--- config.mk ---
export PLATFORM = sky130hd
export DESIGN_NAME = vec_dispatch_queue_flat
export DESIGN_NICKNAME = d
export VERILOG_FILES = /design/src/rtl/vec_dispatch_queue_pkg.sv /design/src/rtl/vec_dispatch_queue_if.sv /design/src/rtl/vec_dispatch_queue.sv /design/src/flat_wrapper.sv
export SDC_FILE = /design/constraint.sdc
export NUM_CORES = 1
export LEC_CHECK = 0
export ABC_CLOCK_PERIOD_IN_PS = 3150
export CAP_MARGIN = 10
export CORE_MARGIN = 2
export CORE_UTILIZATION = 50
export CTS_CLUSTER_SIZE = 40
export DETAILED_ROUTE_END_ITERATION = 10
export PLACE_DENSITY = 0.89
export SYNTH_ARGS = -nofsm -noshare
export SYNTH_HDL_FRONTEND = slang
export SYNTH_SLANG_ARGS = --single-unit
--- constraint.sdc ---
create_clock -name clk_i -period 3.15 [get_ports clk_i]
set_input_delay 0.315 -clock clk_i [delete_from_list [all_inputs] [get_ports clk_i]]
set_output_delay 0.315 -clock clk_i [all_outputs]
set_load 0.01 [all_outputs]
--- src/rtl/vec_dispatch_queue_pkg.sv ---
// rtl/vec_dispatch_queue_pkg.sv - shared constants and entry/response types for the vector dispatch queue
package vec_dispatch_queue_pkg;

  localparam int unsigned VDQ_DEPTH      = 4;
  localparam int unsigned VDQ_XLEN       = 64;
  localparam int unsigned VDQ_TRANS_ID_W = 3;
  localparam int unsigned VDQ_INSN_W     = 32;

  typedef struct packed {
    logic [VDQ_INSN_W-1:0]     insn;
    logic [VDQ_XLEN-1:0]       rs1;
    logic [VDQ_XLEN-1:0]       rs2;
    logic [VDQ_TRANS_ID_W-1:0] trans_id;
  } vec_dispatch_entry_t;

  typedef struct packed {
    logic [VDQ_TRANS_ID_W-1:0] trans_id;
    logic [VDQ_XLEN-1:0]       result;
    logic                      error;
  } vec_resp_t;

endpackage

--- src/rtl/vec_dispatch_queue_if.sv ---
// rtl/vec_dispatch_queue_if.sv - issue, accelerator request/response and writeback signal bundle
interface vec_dispatch_queue_if
  import vec_dispatch_queue_pkg::*;
#(
  parameter int unsigned XLEN       = VDQ_XLEN,
  parameter int unsigned TRANS_ID_W = VDQ_TRANS_ID_W
);

  logic                  flush_i;
  logic                  issue_valid_i;
  logic                  issue_ready_o;
  logic [VDQ_INSN_W-1:0] issue_insn_i;
  logic [TRANS_ID_W-1:0] issue_trans_id_i;
  logic [XLEN-1:0]       issue_rs1_i;
  logic [XLEN-1:0]       issue_rs2_i;
  logic                  acc_req_valid_o;
  logic                  acc_req_ready_i;
  logic [VDQ_INSN_W-1:0] acc_req_insn_o;
  logic [XLEN-1:0]       acc_req_rs1_o;
  logic [XLEN-1:0]       acc_req_rs2_o;
  logic [TRANS_ID_W-1:0] acc_req_trans_id_o;
  logic                  acc_resp_valid_i;
  logic [TRANS_ID_W-1:0] acc_resp_trans_id_i;
  logic [XLEN-1:0]       acc_resp_result_i;
  logic                  acc_resp_error_i;
  logic                  wb_valid_o;
  logic [TRANS_ID_W-1:0] wb_trans_id_o;
  logic [XLEN-1:0]       wb_result_o;
  logic                  wb_ex_valid_o;
  logic                  resp_mismatch_o;
  logic                  empty_o;

  modport slave (
    input  flush_i, issue_valid_i, issue_insn_i, issue_trans_id_i, issue_rs1_i, issue_rs2_i,
           acc_req_ready_i, acc_resp_valid_i, acc_resp_trans_id_i, acc_resp_result_i,
           acc_resp_error_i,
    output issue_ready_o, acc_req_valid_o, acc_req_insn_o, acc_req_rs1_o, acc_req_rs2_o,
           acc_req_trans_id_o, wb_valid_o, wb_trans_id_o, wb_result_o, wb_ex_valid_o,
           resp_mismatch_o, empty_o
  );

  modport master (
    output flush_i, issue_valid_i, issue_insn_i, issue_trans_id_i, issue_rs1_i, issue_rs2_i,
           acc_req_ready_i, acc_resp_valid_i, acc_resp_trans_id_i, acc_resp_result_i,
           acc_resp_error_i,
    input  issue_ready_o, acc_req_valid_o, acc_req_insn_o, acc_req_rs1_o, acc_req_rs2_o,
           acc_req_trans_id_o, wb_valid_o, wb_trans_id_o, wb_result_o, wb_ex_valid_o,
           resp_mismatch_o, empty_o
  );

endinterface

--- src/rtl/vec_dispatch_queue.sv ---
// rtl/vec_dispatch_queue.sv - in-order issue-to-vector-unit buffer with retire-ordered writeback
module vec_dispatch_queue
  import vec_dispatch_queue_pkg::*;
#(
  parameter int unsigned DEPTH      = VDQ_DEPTH,
  parameter int unsigned XLEN       = VDQ_XLEN,
  parameter int unsigned TRANS_ID_W = VDQ_TRANS_ID_W
) (
  input logic                 clk_i,
  input logic                 rst_ni,
  vec_dispatch_queue_if.slave bus
);

  localparam int unsigned IDX_W = $clog2(DEPTH);
  localparam int unsigned PTR_W = IDX_W + 1;

  typedef logic [PTR_W-1:0] ptr_t;

  typedef struct packed {
    logic [VDQ_INSN_W-1:0] insn;
    logic [XLEN-1:0]       rs1;
    logic [XLEN-1:0]       rs2;
    logic [TRANS_ID_W-1:0] trans_id;
  } entry_t;

  entry_t                entries_q [DEPTH];
  entry_t                entries_d [DEPTH];
  ptr_t                  wr_q, wr_d;
  ptr_t                  disp_q, disp_d;
  ptr_t                  ret_q, ret_d;
  logic                  wb_valid_q, wb_valid_d;
  logic [TRANS_ID_W-1:0] wb_trans_id_q, wb_trans_id_d;
  logic [XLEN-1:0]       wb_result_q, wb_result_d;
  logic                  wb_ex_q, wb_ex_d;
  logic                  mismatch_q, mismatch_d;

  // Pointers carry one extra wrap bit so full and empty stay distinguishable.
  ptr_t   n_pend, n_fly, occupancy;
  logic   issue_ready, req_valid, issue_fire, req_fire, retire;
  entry_t disp_entry, ret_entry;

  assign n_pend     = wr_q - disp_q;
  assign n_fly      = disp_q - ret_q;
  assign occupancy  = wr_q - ret_q;
  assign disp_entry = entries_q[disp_q[IDX_W-1:0]];
  assign ret_entry  = entries_q[ret_q[IDX_W-1:0]];

  assign issue_ready = (occupancy < ptr_t'(DEPTH)) && !bus.flush_i;
  assign req_valid   = (n_pend != '0);
  assign issue_fire  = bus.issue_valid_i && issue_ready;
  assign req_fire    = req_valid && bus.acc_req_ready_i;
  assign retire      = bus.acc_resp_valid_i && (n_fly != '0);

  always_comb begin
    entries_d     = entries_q;
    disp_d        = disp_q + ptr_t'(req_fire);
    wr_d          = wr_q + ptr_t'(issue_fire);
    ret_d         = ret_q + ptr_t'(retire);
    wb_valid_d    = retire;
    wb_ex_d       = retire && bus.acc_resp_error_i;
    wb_trans_id_d = wb_trans_id_q;
    wb_result_d   = wb_result_q;
    mismatch_d    = mismatch_q;

    if (issue_fire) begin
      entries_d[wr_q[IDX_W-1:0]] = '{insn:     bus.issue_insn_i,
                                     rs1:      bus.issue_rs1_i,
                                     rs2:      bus.issue_rs2_i,
                                     trans_id: bus.issue_trans_id_i};
    end

    // Flush drops only undispatched work; a request accepted this cycle is already in flight.
    if (bus.flush_i) begin
      wr_d = disp_d;
    end

    if (retire) begin
      wb_trans_id_d = ret_entry.trans_id;
      wb_result_d   = bus.acc_resp_result_i;
      if (bus.acc_resp_trans_id_i != ret_entry.trans_id) begin
        mismatch_d = 1'b1;
      end
    end else if (bus.acc_resp_valid_i) begin
      mismatch_d = 1'b1;
    end
  end

  always_ff @(posedge clk_i or negedge rst_ni) begin
    if (!rst_ni) begin
      for (int i = 0; i < int'(DEPTH); i++) begin
        entries_q[i] <= '0;
      end
      wr_q          <= '0;
      disp_q        <= '0;
      ret_q         <= '0;
      wb_valid_q    <= 1'b0;
      wb_trans_id_q <= '0;
      wb_result_q   <= '0;
      wb_ex_q       <= 1'b0;
      mismatch_q    <= 1'b0;
    end else begin
      entries_q     <= entries_d;
      wr_q          <= wr_d;
      disp_q        <= disp_d;
      ret_q         <= ret_d;
      wb_valid_q    <= wb_valid_d;
      wb_trans_id_q <= wb_trans_id_d;
      wb_result_q   <= wb_result_d;
      wb_ex_q       <= wb_ex_d;
      mismatch_q    <= mismatch_d;
    end
  end

  assign bus.issue_ready_o      = issue_ready;
  assign bus.acc_req_valid_o    = req_valid;
  assign bus.acc_req_insn_o     = req_valid ? disp_entry.insn : '0;
  assign bus.acc_req_rs1_o      = req_valid ? disp_entry.rs1 : '0;
  assign bus.acc_req_rs2_o      = req_valid ? disp_entry.rs2 : '0;
  assign bus.acc_req_trans_id_o = req_valid ? disp_entry.trans_id : '0;
  assign bus.wb_valid_o         = wb_valid_q;
  assign bus.wb_trans_id_o      = wb_trans_id_q;
  assign bus.wb_result_o        = wb_result_q;
  assign bus.wb_ex_valid_o      = wb_ex_q;
  assign bus.resp_mismatch_o    = mismatch_q;
  assign bus.empty_o            = (occupancy == '0);

endmodule
--- src/flat_wrapper.sv ---
// flat-port wrapper written by rule: the top's interface ports become plain ports
module vec_dispatch_queue_flat import vec_dispatch_queue_pkg::*;
#(
  parameter int unsigned DEPTH      = VDQ_DEPTH,
  parameter int unsigned XLEN       = VDQ_XLEN,
  parameter int unsigned TRANS_ID_W = VDQ_TRANS_ID_W
)
  (clk_i, rst_ni, bus_flush_i, bus_issue_valid_i, bus_issue_insn_i, bus_issue_trans_id_i, bus_issue_rs1_i, bus_issue_rs2_i, bus_acc_req_ready_i, bus_acc_resp_valid_i, bus_acc_resp_trans_id_i, bus_acc_resp_result_i, bus_acc_resp_error_i, bus_issue_ready_o, bus_acc_req_valid_o, bus_acc_req_insn_o, bus_acc_req_rs1_o, bus_acc_req_rs2_o, bus_acc_req_trans_id_o, bus_wb_valid_o, bus_wb_trans_id_o, bus_wb_result_o, bus_wb_ex_valid_o, bus_resp_mismatch_o, bus_empty_o);
  vec_dispatch_queue_if #(.XLEN(XLEN), .TRANS_ID_W(TRANS_ID_W)) bus_i ();
  input logic clk_i;
  input logic rst_ni;
  input wire logic [$bits(bus_i.flush_i)-1:0] bus_flush_i;
  input wire logic [$bits(bus_i.issue_valid_i)-1:0] bus_issue_valid_i;
  input wire logic [$bits(bus_i.issue_insn_i)-1:0] bus_issue_insn_i;
  input wire logic [$bits(bus_i.issue_trans_id_i)-1:0] bus_issue_trans_id_i;
  input wire logic [$bits(bus_i.issue_rs1_i)-1:0] bus_issue_rs1_i;
  input wire logic [$bits(bus_i.issue_rs2_i)-1:0] bus_issue_rs2_i;
  input wire logic [$bits(bus_i.acc_req_ready_i)-1:0] bus_acc_req_ready_i;
  input wire logic [$bits(bus_i.acc_resp_valid_i)-1:0] bus_acc_resp_valid_i;
  input wire logic [$bits(bus_i.acc_resp_trans_id_i)-1:0] bus_acc_resp_trans_id_i;
  input wire logic [$bits(bus_i.acc_resp_result_i)-1:0] bus_acc_resp_result_i;
  input wire logic [$bits(bus_i.acc_resp_error_i)-1:0] bus_acc_resp_error_i;
  output wire logic [$bits(bus_i.issue_ready_o)-1:0] bus_issue_ready_o;
  output wire logic [$bits(bus_i.acc_req_valid_o)-1:0] bus_acc_req_valid_o;
  output wire logic [$bits(bus_i.acc_req_insn_o)-1:0] bus_acc_req_insn_o;
  output wire logic [$bits(bus_i.acc_req_rs1_o)-1:0] bus_acc_req_rs1_o;
  output wire logic [$bits(bus_i.acc_req_rs2_o)-1:0] bus_acc_req_rs2_o;
  output wire logic [$bits(bus_i.acc_req_trans_id_o)-1:0] bus_acc_req_trans_id_o;
  output wire logic [$bits(bus_i.wb_valid_o)-1:0] bus_wb_valid_o;
  output wire logic [$bits(bus_i.wb_trans_id_o)-1:0] bus_wb_trans_id_o;
  output wire logic [$bits(bus_i.wb_result_o)-1:0] bus_wb_result_o;
  output wire logic [$bits(bus_i.wb_ex_valid_o)-1:0] bus_wb_ex_valid_o;
  output wire logic [$bits(bus_i.resp_mismatch_o)-1:0] bus_resp_mismatch_o;
  output wire logic [$bits(bus_i.empty_o)-1:0] bus_empty_o;
  assign bus_i.flush_i = bus_flush_i;
  assign bus_i.issue_valid_i = bus_issue_valid_i;
  assign bus_i.issue_insn_i = bus_issue_insn_i;
  assign bus_i.issue_trans_id_i = bus_issue_trans_id_i;
  assign bus_i.issue_rs1_i = bus_issue_rs1_i;
  assign bus_i.issue_rs2_i = bus_issue_rs2_i;
  assign bus_i.acc_req_ready_i = bus_acc_req_ready_i;
  assign bus_i.acc_resp_valid_i = bus_acc_resp_valid_i;
  assign bus_i.acc_resp_trans_id_i = bus_acc_resp_trans_id_i;
  assign bus_i.acc_resp_result_i = bus_acc_resp_result_i;
  assign bus_i.acc_resp_error_i = bus_acc_resp_error_i;
  assign bus_issue_ready_o = bus_i.issue_ready_o;
  assign bus_acc_req_valid_o = bus_i.acc_req_valid_o;
  assign bus_acc_req_insn_o = bus_i.acc_req_insn_o;
  assign bus_acc_req_rs1_o = bus_i.acc_req_rs1_o;
  assign bus_acc_req_rs2_o = bus_i.acc_req_rs2_o;
  assign bus_acc_req_trans_id_o = bus_i.acc_req_trans_id_o;
  assign bus_wb_valid_o = bus_i.wb_valid_o;
  assign bus_wb_trans_id_o = bus_i.wb_trans_id_o;
  assign bus_wb_result_o = bus_i.wb_result_o;
  assign bus_wb_ex_valid_o = bus_i.wb_ex_valid_o;
  assign bus_resp_mismatch_o = bus_i.resp_mismatch_o;
  assign bus_empty_o = bus_i.empty_o;
  vec_dispatch_queue #(.DEPTH(DEPTH), .XLEN(XLEN), .TRANS_ID_W(TRANS_ID_W)) u_core (.clk_i(clk_i), .rst_ni(rst_ni), .bus(bus_i));
endmodule
==> results by stage <==
Finish:
- Relative to the synthesized area, the layout overhead comes to 27.2%.
- After the last flow step, the layout net total stands at 2,711.
- Leaving out fill and tap cells, the most frequent cell in the layout is sky130_fd_sc_hd__dfrtp_1.
- The top cell types in the final layout, fill and taps aside, are sky130_fd_sc_hd__dfrtp_1 (729), sky130_fd_sc_hd__mux2_2 (441), sky130_fd_sc_hd__clkdlybuf4s50_1 (350), sky130_fd_sc_hd__mux2_4 (210), sky130_fd_sc_hd__mux4_2 (166).
- The count of fill cells added during filler insertion is 4,422.
- In the final layout, the share of cells above drive strength 1 is 0.425.

Setup path:
- The kind of cell with the highest combined delay along the critical path is buffers and inverters.
- The total number of cells along the worst setup path is 9.
- The signal on the critical path passes through inv_1 > buf_4 > ha_1 > nor2b_1 > xnor2_1 > and3_4 > buf_16 > nor2b_1 > clkdlybuf4s50_1.
- Along the worst path, the maximum fanout reaches 49.
- Data on the critical path is required at its endpoint by 2.83 ns.
- Counting both buffers and inverters, the worst setup path holds a total of 4.
- The startpoint-to-endpoint class of the critical path is flip-flop to primary output.
- The depth of the most critical reg-to-reg path is 8.
- The endpoint type of the worst setup path is a primary output.
- The startpoint of the most critical register-to-register path is u_core.wr_q[1].
- The largest individual stage delay along the critical path comes from the cell sky130_fd_sc_hd__clkdlybuf4s50_1.
- At the worst endpoint, the arrival time is 2.92 ns.
- The cell repeated most along the worst path is sky130_fd_sc_hd__nor2b_1.
- The highest cell delay on the worst timing path is 0.59 ns.
- The worst setup path is launched from a flip-flop.
- The most critical setup path has its startpoint at u_core.wr_q[0].

Floorplan:
- The die covers 68,500 µm².
- For this configuration, the core starts out at a cell density of 0.505.
- 473 I/O pins were placed.
- The number of cell rows is 94.
- The area of the core region is 65,700 µm².
- The die height is 262 µm.
- The die outline width is 262 µm.

Yosys:
- The synthesized design contains 731 register bits.
- After technology mapping, the gate count stands at 1,966.
- The portion of synthesized cell area occupied by the leading cell type is 0.551.
- The share of the yosys chip area belonging to registers is 0.551.
- The mean instance size in the synthesized netlist is 16.9 µm².
- The cell area that synthesis handed to floorplanning was 33,200 µm².
- The count of synthesis-stage warnings from yosys is 0.
- The dominant cell type by area after synthesis is sky130_fd_sc_hd__dfrtp_1.
- The count of unique library cells instantiated by Yosys is 27.
- When the netlist entered floorplanning its net count stood at 2,215.
- By area the synthesized netlist is led by sky130_fd_sc_hd__dfrtp_1 (55%), sky130_fd_sc_hd__mux2_2 (15%), sky130_fd_sc_hd__mux4_2 (11%), sky130_fd_sc_hd__mux2_4 (9.5%), sky130_fd_sc_hd__nor2b_1 (3.1%).

Route:
- The first detailed-routing pass took 5 iterations.
- Dividing the detail-routed wire length by the instance count gives 24.7 µm.
- The routed via count is 19,254.
- The number of vias per cell is 5.67.
- The wire length reported by the detailed router is 83,800 µm.
- The post-detailed-route DRC marker count is 0.
- In this run the remaining antenna-violating nets after routing total 0.
- The violation count after the first detailed-route iteration is 1,299.

CTS:
- The number of sinks driven by the clock tree is 731.
- Clock tree synthesis inserted a total of 78 buffers.
- The clock reaches the later pin of the worst-skew pair after 0.60 ns.
- CTS built an H-tree with a depth of 3.
- Clock tree synthesis selected as its root buffer the cell sky130_fd_sc_hd__clkbuf_16.
- The maximum buffer depth of the clock tree is 3.
- The CTS tree is built.
- Clock-pin slew was measured on the worst setup and hold paths at 0.06 ns.

Timing:
- Timing would allow up to 309 MHz.
- For the pin with the worst max-slew slack, the measured transition is 0.967 ns.
- The count of final max-slew check failures is 0.
- Hold timing on the final database bottoms out at a slack of 0.226 ns.
- The final critical delay including setup and external delays is 3.23 ns.
- The count of final hold-check violations came to 0.
- Once routing completed, OpenROAD measured the worst setup slack at -0.0812 ns.
- The final critical-path share of the clock period is 1.03.
- The largest clock skew in the final design is 0.0133 ns.
- Setup repair after global routing could not meet its margin everywhere.
- Headroom to the max-slew limit came out at 0.355.
- The total of endpoints with negative setup slack in the final report is 4.

Placed design:
- Routability-driven placement finished with a final weighted congestion of 0.773.
- The placement-stage worst setup slack is 0.214 ns.
- Detailed placement ended at an HPWL of 53,700 µm.
- Input and output buffers added on the ports amount to 472.

Global route:
- For met3 alone, demand over resource in global routing was 0.0665.
- The via count of the first global-routing pass came to 21,768.
- The wire length of the first global-routing pass is 128,000 µm.
- The fraction of met1 tracks used by global routing is 0.311.
- For this run, global-route usage on met2 was measured as 0.403.
- For this run, the total global-route usage over all layers was measured as 0.244.
- The maximum number of pins on one net before global-route repair is 108.
- After global routing, the most crowded layer is met2.
- For this run the aggregate overflow at the end of global routing stands at 0.
- The initial antenna violation count is 16.

Power:
- For this design the static power due to leakage is 19.7 nW.
- Dividing total power by cell area gives a power density of 1200 nW/µm².
- Across the VDD grid, the largest voltage drop is 807 µV.

Worst hold path:
- The number of cells traversed by the worst hold path is 3.
- The launch point of the worst hold path is bus_acc_resp_error_i.
- The class of the worst hold path is input port to flip-flop.

Outcome:
- The final reports fail on setup timing.
- The run finished, with violations left.

Job:
- Max-cap violations in this run came to 0.
-- cells in the mapped netlist, drive strengths merged --
cell type	number
o21ai	1
mux4	166
and3	2
xor3	1
nor3b	1
fa	1
mux2	721
nand2	2
ha	11
inv	9
clkbuf	39
xor2	5
a31o	1
nor2	4
a311oi	1
dfrtp	731
buf	95
xnor2	5
a31oi	1
nor2b	166
nand3	3
-- logic make-up after synthesis --
family	share of synthesized area
muxes	0.381
buffers and inverters	0.0261
adders and majority gates	0.00475
and+or+nand+nor	0.0333
DFF	0.551
AOI/OAI and AO/OA	0.000867
xor gates and xnor gates	0.00335
-- path summary, 6_finish.rpt --
kind	end	slack (ns)
min in group asynchronous	u_core.entries_q[362]	0.41
worst max-delay path	bus_acc_req_rs2_o[52]	-0.08
worst max register to register	u_core.entries_q[219]	0.25
worst min register to register	u_core.entries_q[44]	0.48
worst min-delay path	u_core.bus.wb_ex_valid_o	0.23
max in group asynchronous	u_core.entries_q[413]	1.61
-- sequential cells by signal, indices dropped and copies added, names as in the netlist --
register                    flops
u_core.bus.resp_mismatch_o      1
u_core.bus.wb_ex_valid_o        1
u_core.bus.wb_result_o         64
u_core.bus.wb_trans_id_o        3
u_core.bus.wb_valid_o           1
u_core.disp_q                   3
u_core.entries_q              652
u_core.ret_q                    3
u_core.wr_q                     3
-- worst min-delay path: stages --
cell and delay (ns):
sky130_fd_sc_hd__clkdlybuf4s50_1 0.39, sky130_fd_sc_hd__inv_1 0.05, sky130_fd_sc_hd__nor2_1 0.04
-- repair_timing --
action	in CTS	in global routing
hold buffers	1	0
resized for setup	77	112
gates cloned	3	0
setup buffers	4	1
endpoints found under the setup margin	166	114
endpoints found under the hold margin	88	0
-- metrics by stage --
step | TNS [ns] | cell area (µm²) | power (W) | utilization | instances
after global placement | 0 | 39200 | 0.0403 | 0.596 | 3237
after global routing | -4.90 | 42200 | 0.0533 | 0.642 | 3389
final | -0.129 | 42200 | 0.0508 | 0.642 | 3394
after floorplan | 0 | 33200 | 0.0306 | - | 1966
after CTS | -4.34 | 42100 | 0.0514 | 0.640 | 3383
after detailed placement | 0 | 39200 | 0.0415 | 0.596 | 3237
-- final cells by class --
type,instances,area (µm²),area share
sequential,731,18300,0.433
clock buffer,105,2220,0.0527
inverter,9,33.8,0.000800
tap,864,1080,0.0256
antenna,10,25.0,0.000592
timing repair buffer,550,5910,0.140
clock inverter,33,497,0.0118
multi-input combinational,1092,14200,0.336
-- power breakdown --
| part | switching, W | internal (W) | total (W) |
|---|---|---|---|
| clock network | 0.00383 | 0.00581 | 0.00965 |
| logic | 0.00995 | 0.0145 | 0.0244 |
| registers | 0.00265 | 0.0141 | 0.0167 |
| total | 0.0164 | 0.0343 | 0.0508 |
-- per-layer routing --
layer / vias to the layer above / part of all wire
met2: 596 / 0.50
met1: 10264 / 0.40
met4: 20 / 0.032
li1: 8193 / -
met5: - / 0.0016
met3: 181 / 0.068
Power figures use the tool's default switching activity.
